===== src/rtl/pc_ctrl_pkg.sv =====
// Shared types for the eBPF program-counter controller: op encoding,
// run-state encoding and the op-field width.
package pc_ctrl_pkg;

    localparam int OP_W = 3;

    // Codes 6 and 7 are not listed and decode as NEXT.
    typedef enum logic [OP_W-1:0] {
        OP_NEXT  = 3'd0,
        OP_JA    = 3'd1,
        OP_JCOND = 3'd2,
        OP_CALL  = 3'd3,
        OP_EXIT  = 3'd4,
        OP_LOAD  = 3'd5
    } op_e;

    typedef enum logic [1:0] {
        ST_RUN   = 2'd0,
        ST_HALT  = 2'd1,
        ST_FAULT = 2'd2
    } state_e;

endpackage


===== src/rtl/ret_stack.sv =====
// Hardware return-address stack: a LIFO of PC values with push/pop/clear
// and a combinational view of the top entry.
module ret_stack
    import pc_ctrl_pkg::*;
#(
    parameter int PC_W      = 32,
    parameter int RAS_DEPTH = 8,
    localparam int DEPTH_W  = $clog2(RAS_DEPTH + 1)
) (
    input  logic               clk,
    input  logic               rst,
    input  logic               push,
    input  logic               pop,
    input  logic               clear,
    input  logic [PC_W-1:0]    push_data,
    output logic [PC_W-1:0]    top,
    output logic [DEPTH_W-1:0] depth,
    output logic               full,
    output logic               empty
);

    // A single-entry stack still gets a 1-bit index and a 2-entry array.
    localparam int IDX_W = (RAS_DEPTH > 1) ? $clog2(RAS_DEPTH) : 1;
    localparam int ARR_N = (RAS_DEPTH > 1) ? RAS_DEPTH : 2;

    logic [PC_W-1:0]    entries_q [ARR_N];
    logic [DEPTH_W-1:0] depth_q;
    logic [DEPTH_W-1:0] depth_d;
    logic [IDX_W-1:0]   wr_idx;
    logic [IDX_W-1:0]   rd_idx;
    logic               do_push;
    logic               do_pop;

    assign full    = (depth_q == DEPTH_W'(RAS_DEPTH));
    assign empty   = (depth_q == '0);
    assign wr_idx  = depth_q[IDX_W-1:0];
    assign rd_idx  = wr_idx - IDX_W'(1);
    assign do_push = push && !full && !clear;
    assign do_pop  = pop && !empty && !clear;

    always_comb begin
        depth_d = depth_q;
        if (clear) begin
            depth_d = '0;
        end else if (do_push) begin
            depth_d = depth_q + DEPTH_W'(1);
        end else if (do_pop) begin
            depth_d = depth_q - DEPTH_W'(1);
        end
    end

    always_ff @(posedge clk) begin
        if (rst) begin
            depth_q <= '0;
        end else begin
            depth_q <= depth_d;
        end
    end

    // Entry storage carries no reset; only slots below depth are ever read.
    always_ff @(posedge clk) begin
        if (!rst && do_push) begin
            entries_q[wr_idx] <= push_data;
        end
    end

    assign top   = entries_q[rd_idx];
    assign depth = depth_q;

endmodule


===== src/rtl/pc_ctrl.sv =====
// eBPF program-counter controller: fetch address generation, PC-relative
// jumps, CALL/EXIT through the return-address stack, RUN/HALT/FAULT tracking.
module pc_ctrl
    import pc_ctrl_pkg::*;
#(
    parameter int          PC_W      = 32,
    parameter int          OFF_W     = 16,
    parameter int          RAS_DEPTH = 8,
    parameter int unsigned RESET_PC  = 0,
    localparam int         DEPTH_W   = $clog2(RAS_DEPTH + 1)
) (
    input  logic               clk,
    input  logic               rst,
    input  logic               en,
    input  logic [OP_W-1:0]    op,
    input  logic               cond,
    input  logic [OFF_W-1:0]   off,
    input  logic [PC_W-1:0]    imm,
    input  logic [PC_W-1:0]    load_addr,
    output logic [PC_W-1:0]    pc,
    output logic               pc_valid,
    output logic               halted,
    output logic               fault,
    output logic [DEPTH_W-1:0] ras_depth,
    output logic [1:0]         dbg_state
);

    // en is a qualifier, not a handshake: with en=0 every input is ignored
    // and all state holds; with en=1 exactly one op executes at the next edge.

    state_e           state_q;
    state_e           state_d;
    logic [PC_W-1:0]  pc_q;
    logic [PC_W-1:0]  pc_d;
    logic             pc_valid_q;
    logic             halted_q;
    logic             fault_q;

    logic [PC_W-1:0]  pc_plus1;
    logic [PC_W-1:0]  off_ext;
    logic [PC_W-1:0]  rel_target;
    logic [PC_W-1:0]  call_target;

    logic             stk_push;
    logic             stk_pop;
    logic             stk_clear;
    logic [PC_W-1:0]  stk_top;
    logic [DEPTH_W-1:0] stk_depth;
    logic             stk_full;
    logic             stk_empty;

    // Sign-extend (or wrap, when PC_W < OFF_W) the eBPF offset to PC width.
    assign off_ext     = PC_W'($signed(off));
    assign pc_plus1    = pc_q + PC_W'(1);
    assign rel_target  = pc_plus1 + off_ext;
    assign call_target = pc_plus1 + imm;

    ret_stack #(
        .PC_W      (PC_W),
        .RAS_DEPTH (RAS_DEPTH)
    ) u_ret_stack (
        .clk       (clk),
        .rst       (rst),
        .push      (stk_push),
        .pop       (stk_pop),
        .clear     (stk_clear),
        .push_data (pc_plus1),
        .top       (stk_top),
        .depth     (stk_depth),
        .full      (stk_full),
        .empty     (stk_empty)
    );

    always_comb begin
        pc_d      = pc_q;
        state_d   = state_q;
        stk_push  = 1'b0;
        stk_pop   = 1'b0;
        stk_clear = 1'b0;
        if (en) begin
            if (op == OP_LOAD) begin
                pc_d      = load_addr;
                state_d   = ST_RUN;
                stk_clear = 1'b1;
            end else if (state_q == ST_RUN) begin
                case (op)
                    OP_JA: begin
                        pc_d = rel_target;
                    end
                    OP_JCOND: begin
                        pc_d = cond ? rel_target : pc_plus1;
                    end
                    OP_CALL: begin
                        // Overflow discards the push and freezes pc.
                        if (stk_full) begin
                            state_d = ST_FAULT;
                        end else begin
                            stk_push = 1'b1;
                            pc_d     = call_target;
                        end
                    end
                    OP_EXIT: begin
                        if (stk_empty) begin
                            state_d = ST_HALT;
                        end else begin
                            stk_pop = 1'b1;
                            pc_d    = stk_top;
                        end
                    end
                    default: begin
                        pc_d = pc_plus1;
                    end
                endcase
            end
        end
    end

    always_ff @(posedge clk) begin
        if (rst) begin
            state_q    <= ST_RUN;
            pc_q       <= PC_W'(RESET_PC);
            pc_valid_q <= 1'b1;
            halted_q   <= 1'b0;
            fault_q    <= 1'b0;
        end else begin
            state_q    <= state_d;
            pc_q       <= pc_d;
            pc_valid_q <= (state_d == ST_RUN);
            halted_q   <= (state_d == ST_HALT);
            fault_q    <= (state_d == ST_FAULT);
        end
    end

    assign pc        = pc_q;
    assign pc_valid  = pc_valid_q;
    assign halted    = halted_q;
    assign fault     = fault_q;
    assign ras_depth = stk_depth;
    assign dbg_state = state_q;

endmodule


===== config.mk =====
export PLATFORM = sky130hd
export DESIGN_NAME = pc_ctrl
export DESIGN_NICKNAME = d
export VERILOG_FILES = /design/src/rtl/pc_ctrl_pkg.sv /design/src/rtl/ret_stack.sv /design/src/rtl/pc_ctrl.sv
export SDC_FILE = /design/constraint.sdc
export NUM_CORES = 1
export LEC_CHECK = 0
export BUFFER_PORTS_ARGS = -buffer_cell sky130_fd_sc_hd__buf_2
export CAP_MARGIN = 20
export CORE_MARGIN = 2
export CORE_UTILIZATION = 55
export CTS_CLUSTER_SIZE = 24
export DETAILED_ROUTE_END_ITERATION = 10
export PLACE_DENSITY = 0.87
export SYNTH_ARGS = -nofsm -noshare
export SYNTH_HDL_FRONTEND = slang
export SYNTH_SLANG_ARGS = --single-unit
export TNS_END_PERCENT = 30

===== constraint.sdc =====
create_clock -name clk -period 6.6 [get_ports clk]
set_input_delay 0.33 -clock clk [delete_from_list [all_inputs] [get_ports clk]]
set_output_delay 0.33 -clock clk [all_outputs]
set_load 0.005 [all_outputs]

==> reports/metrics.cfg <==
[placed_design]
gp_congestion=0.933
place_worst_setup_slack_ns=1.64
dp_hpwl_um=33400
port_buffers=127
dpl.cell_count=1863

[sta]
max_freq_mhz=193
skew_ns=0.0148
period_minus_slack_ns=5.18
fin_crit_sh=0.785
hold_slack_ns=0.118
slew_headroom=0.233
tightestPinTransition_ns=1.14
finalHoldViolCount=0
tns_ns=0
slew_violations=0
fin_ws_ns=1.42
grt_setup_unrepaired=no
setup-violations-final=0

[final_layout]
nNetsFinal=1669
syn2layout_area_growth_pct=12.4
fin_cells=1917
drive_above_1_share=0.196
nFillCells=2248
final_util=0.626
n_antenna_cell=0

[drt]
vias=13200
postRouteWirelength_um=49900
post-route-drc-count=0
viasPerCell=6.87
drt_iter0_drc=1497
wl_per_cell_um=26.0
ant_nets=0
dr.pass1.iters=5

[floorplan]
coreArea_mm2=0.0296
die_x_um=177
rows=63
io_pins=128
start_util=0.557
die_area_mm2=0.0314
die_h_um=177

[clock_network]
post_cts_resized=0
cts.clk_slew.worst_paths_ns=0.07
clock-sinks=297
insertion_delay_ns=0.54
cts_tree=built
cts_buffers=27
post_cts_buffers=0
htree_levels=1
cts_root_buf=clkbuf_16
clockBufferDepth=3
ctsHoldBuffers=0

[synth]
ys_types=73
synth_edf_count=256
synth_common_cells=256 x edfxtp_1, 120 x nand2_1, 119 x a21oi_1, 86 x o21ai_0, 72 x ha_1
ys_warn_count=0
async_flop_share=0
netlist_instances=1385
ys_ff_latch=297
synth_top_cell_by_area=edfxtp_1
netlist_area_mm2=0.0165
syn_nets=1547
yosysMostFrequentCell=edfxtp_1
avgSynthCellArea_um2=11.9
synth_ff_type=edfxtp_1
seq_area_frac_synth=0.515
ys_top_cells_by_area=edfxtp_1 47%, mux4_2 8.7%, ha_1 5.5%, dfxtp_1 5.0%, a21oi_1 3.6%
synth_top_area_share=0.465

[critical_path]
crit_arrival_ns=5.60
path_depth=14
cp_num_buf_inv=0
cp_cell_sequence=ha_1, nand4_1, nor4_2, nand4_1, xnor2_1, ha_1, a211o_1, o21ai_0, o21ai_1, a2111oi_0, a211oi_1, a211oi_1, mux2i_1, a311oi_2
start_kind=register
worstPathMaxFanout=11
crit_slowest_cell=nor4_2
cp_top_family=compound AO/OA/AOI/OAI gates
end_kind=register
path_class=reg -> reg
cpPeakStageDelay_ns=0.81
critical_path_required_ns=7.01
reg2reg_depth=14

[job]
maxCapViolCount=0

[global_routing]
grt_pass1_wl_um=74900
grt_pass1_vias=12700
antenna_found_initial=0
grt_overflow=0
grt.total_usage=0.316
grt_max_degree=53

[pwr]
vdd_drop_max_v=0.000183
leakage_nw=6.98
pwr_density_cell_mw_per_mm2=239

[min_path]
min_path_type=in -> reg
hold-path-cell-count=3

[run_status]
status=completed

## final timing paths
path	slack, ns	endpoint	from
worst max-delay path	1.42	pc[31]$_SDFFE_PP0P_	pc[0]$_SDFFE_PP0P_
worst max register to register	1.42	pc[31]$_SDFFE_PP0P_	pc[0]$_SDFFE_PP0P_
worst min-delay path	0.12	pc[15]$_SDFFE_PP0P_	load_addr[15]
worst min register to register	0.51	pc[14]$_SDFFE_PP0P_	pc[14]$_SDFFE_PP0P_
## layer usage
layer,track usage,vias up,share of wire
met1,0.446,6365,0.39
li1,-,5670,-
met2,0.494,967,0.46
met3,0.0524,160,0.12
met5,0,-,0
met4,0.124,0,0.040
## cell type report
type	count	area [um2]	area share
Sequential cell	297	8510	0.458
Clock buffer	30	687	0.0370
Multi-Input combinational cell	993	7710	0.415
Inverter	25	93.8	0.00505
Clock inverter	19	175	0.00943
Timing Repair Buffer	163	906	0.0488
Tap cell	390	488	0.0263
## power breakdown
part	internal, mW	switching [mW]	total [mW]	leakage, nW
registers	2.07	0.0345	2.11	2.68
logic	0.284	0.481	0.765	3.88
clock network	0.869	0.697	1.57	0.423
total	3.23	1.21	4.44	6.98
## sequential cells by signal (all words and copies together) (netlist names)
signal	count
u_ret_stack.entries_q	256
dbg_state	2
pc	32
u_ret_stack.depth	4
pc_valid	1
halted	1
fault	1
## per-stage QoR
step / power [mW] / area [um2]
after floorplan: 2.63 / 16500
after global placement: 2.86 / 17700
after detailed placement: 2.88 / 17700
after CTS: 4.41 / 18500
after global routing: 4.57 / 18600
final: 4.44 / 18600
## cell families (layout without fill, tap and decap cells)
| logic type | after synthesis | in the layout | share of synthesized area |
|---|---|---|---|
| fa+ha+maj | 75 | 75 | 0.0582 |
| simple gates | 367 | 367 | 0.110 |
| mux | 91 | 91 | 0.104 |
| compound gates | 393 | 393 | 0.153 |
| flops | 297 | 297 | 0.515 |
| buf+inv | 95 | 237 | 0.0227 |
| xor+xnor | 67 | 67 | 0.0371 |
## cells in the final DEF, fill, tap and decap left out, types with 27 or more instances in the layout
master,synthesis,routed
edfxtp_1,256,256
dfxtp_1,41,40
nand3_1,28,28
mux2i_1,27,27
nor2_1,62,59
buf_4,0,36
mux4_2,64,64
buf_2,8,127
a21o_1,28,28
a21oi_1,119,117
nand2_1,120,120
ha_1,72,71
clkbuf_16,0,27
o21ai_0,86,86
xnor2_1,40,40
## worst min-delay path: stages
cell     delay (ns)
buf_2          0.08
o21ai_0        0.08
o21ai_0        0.13
No activity file was read; power rests on OpenSTA's default activity.
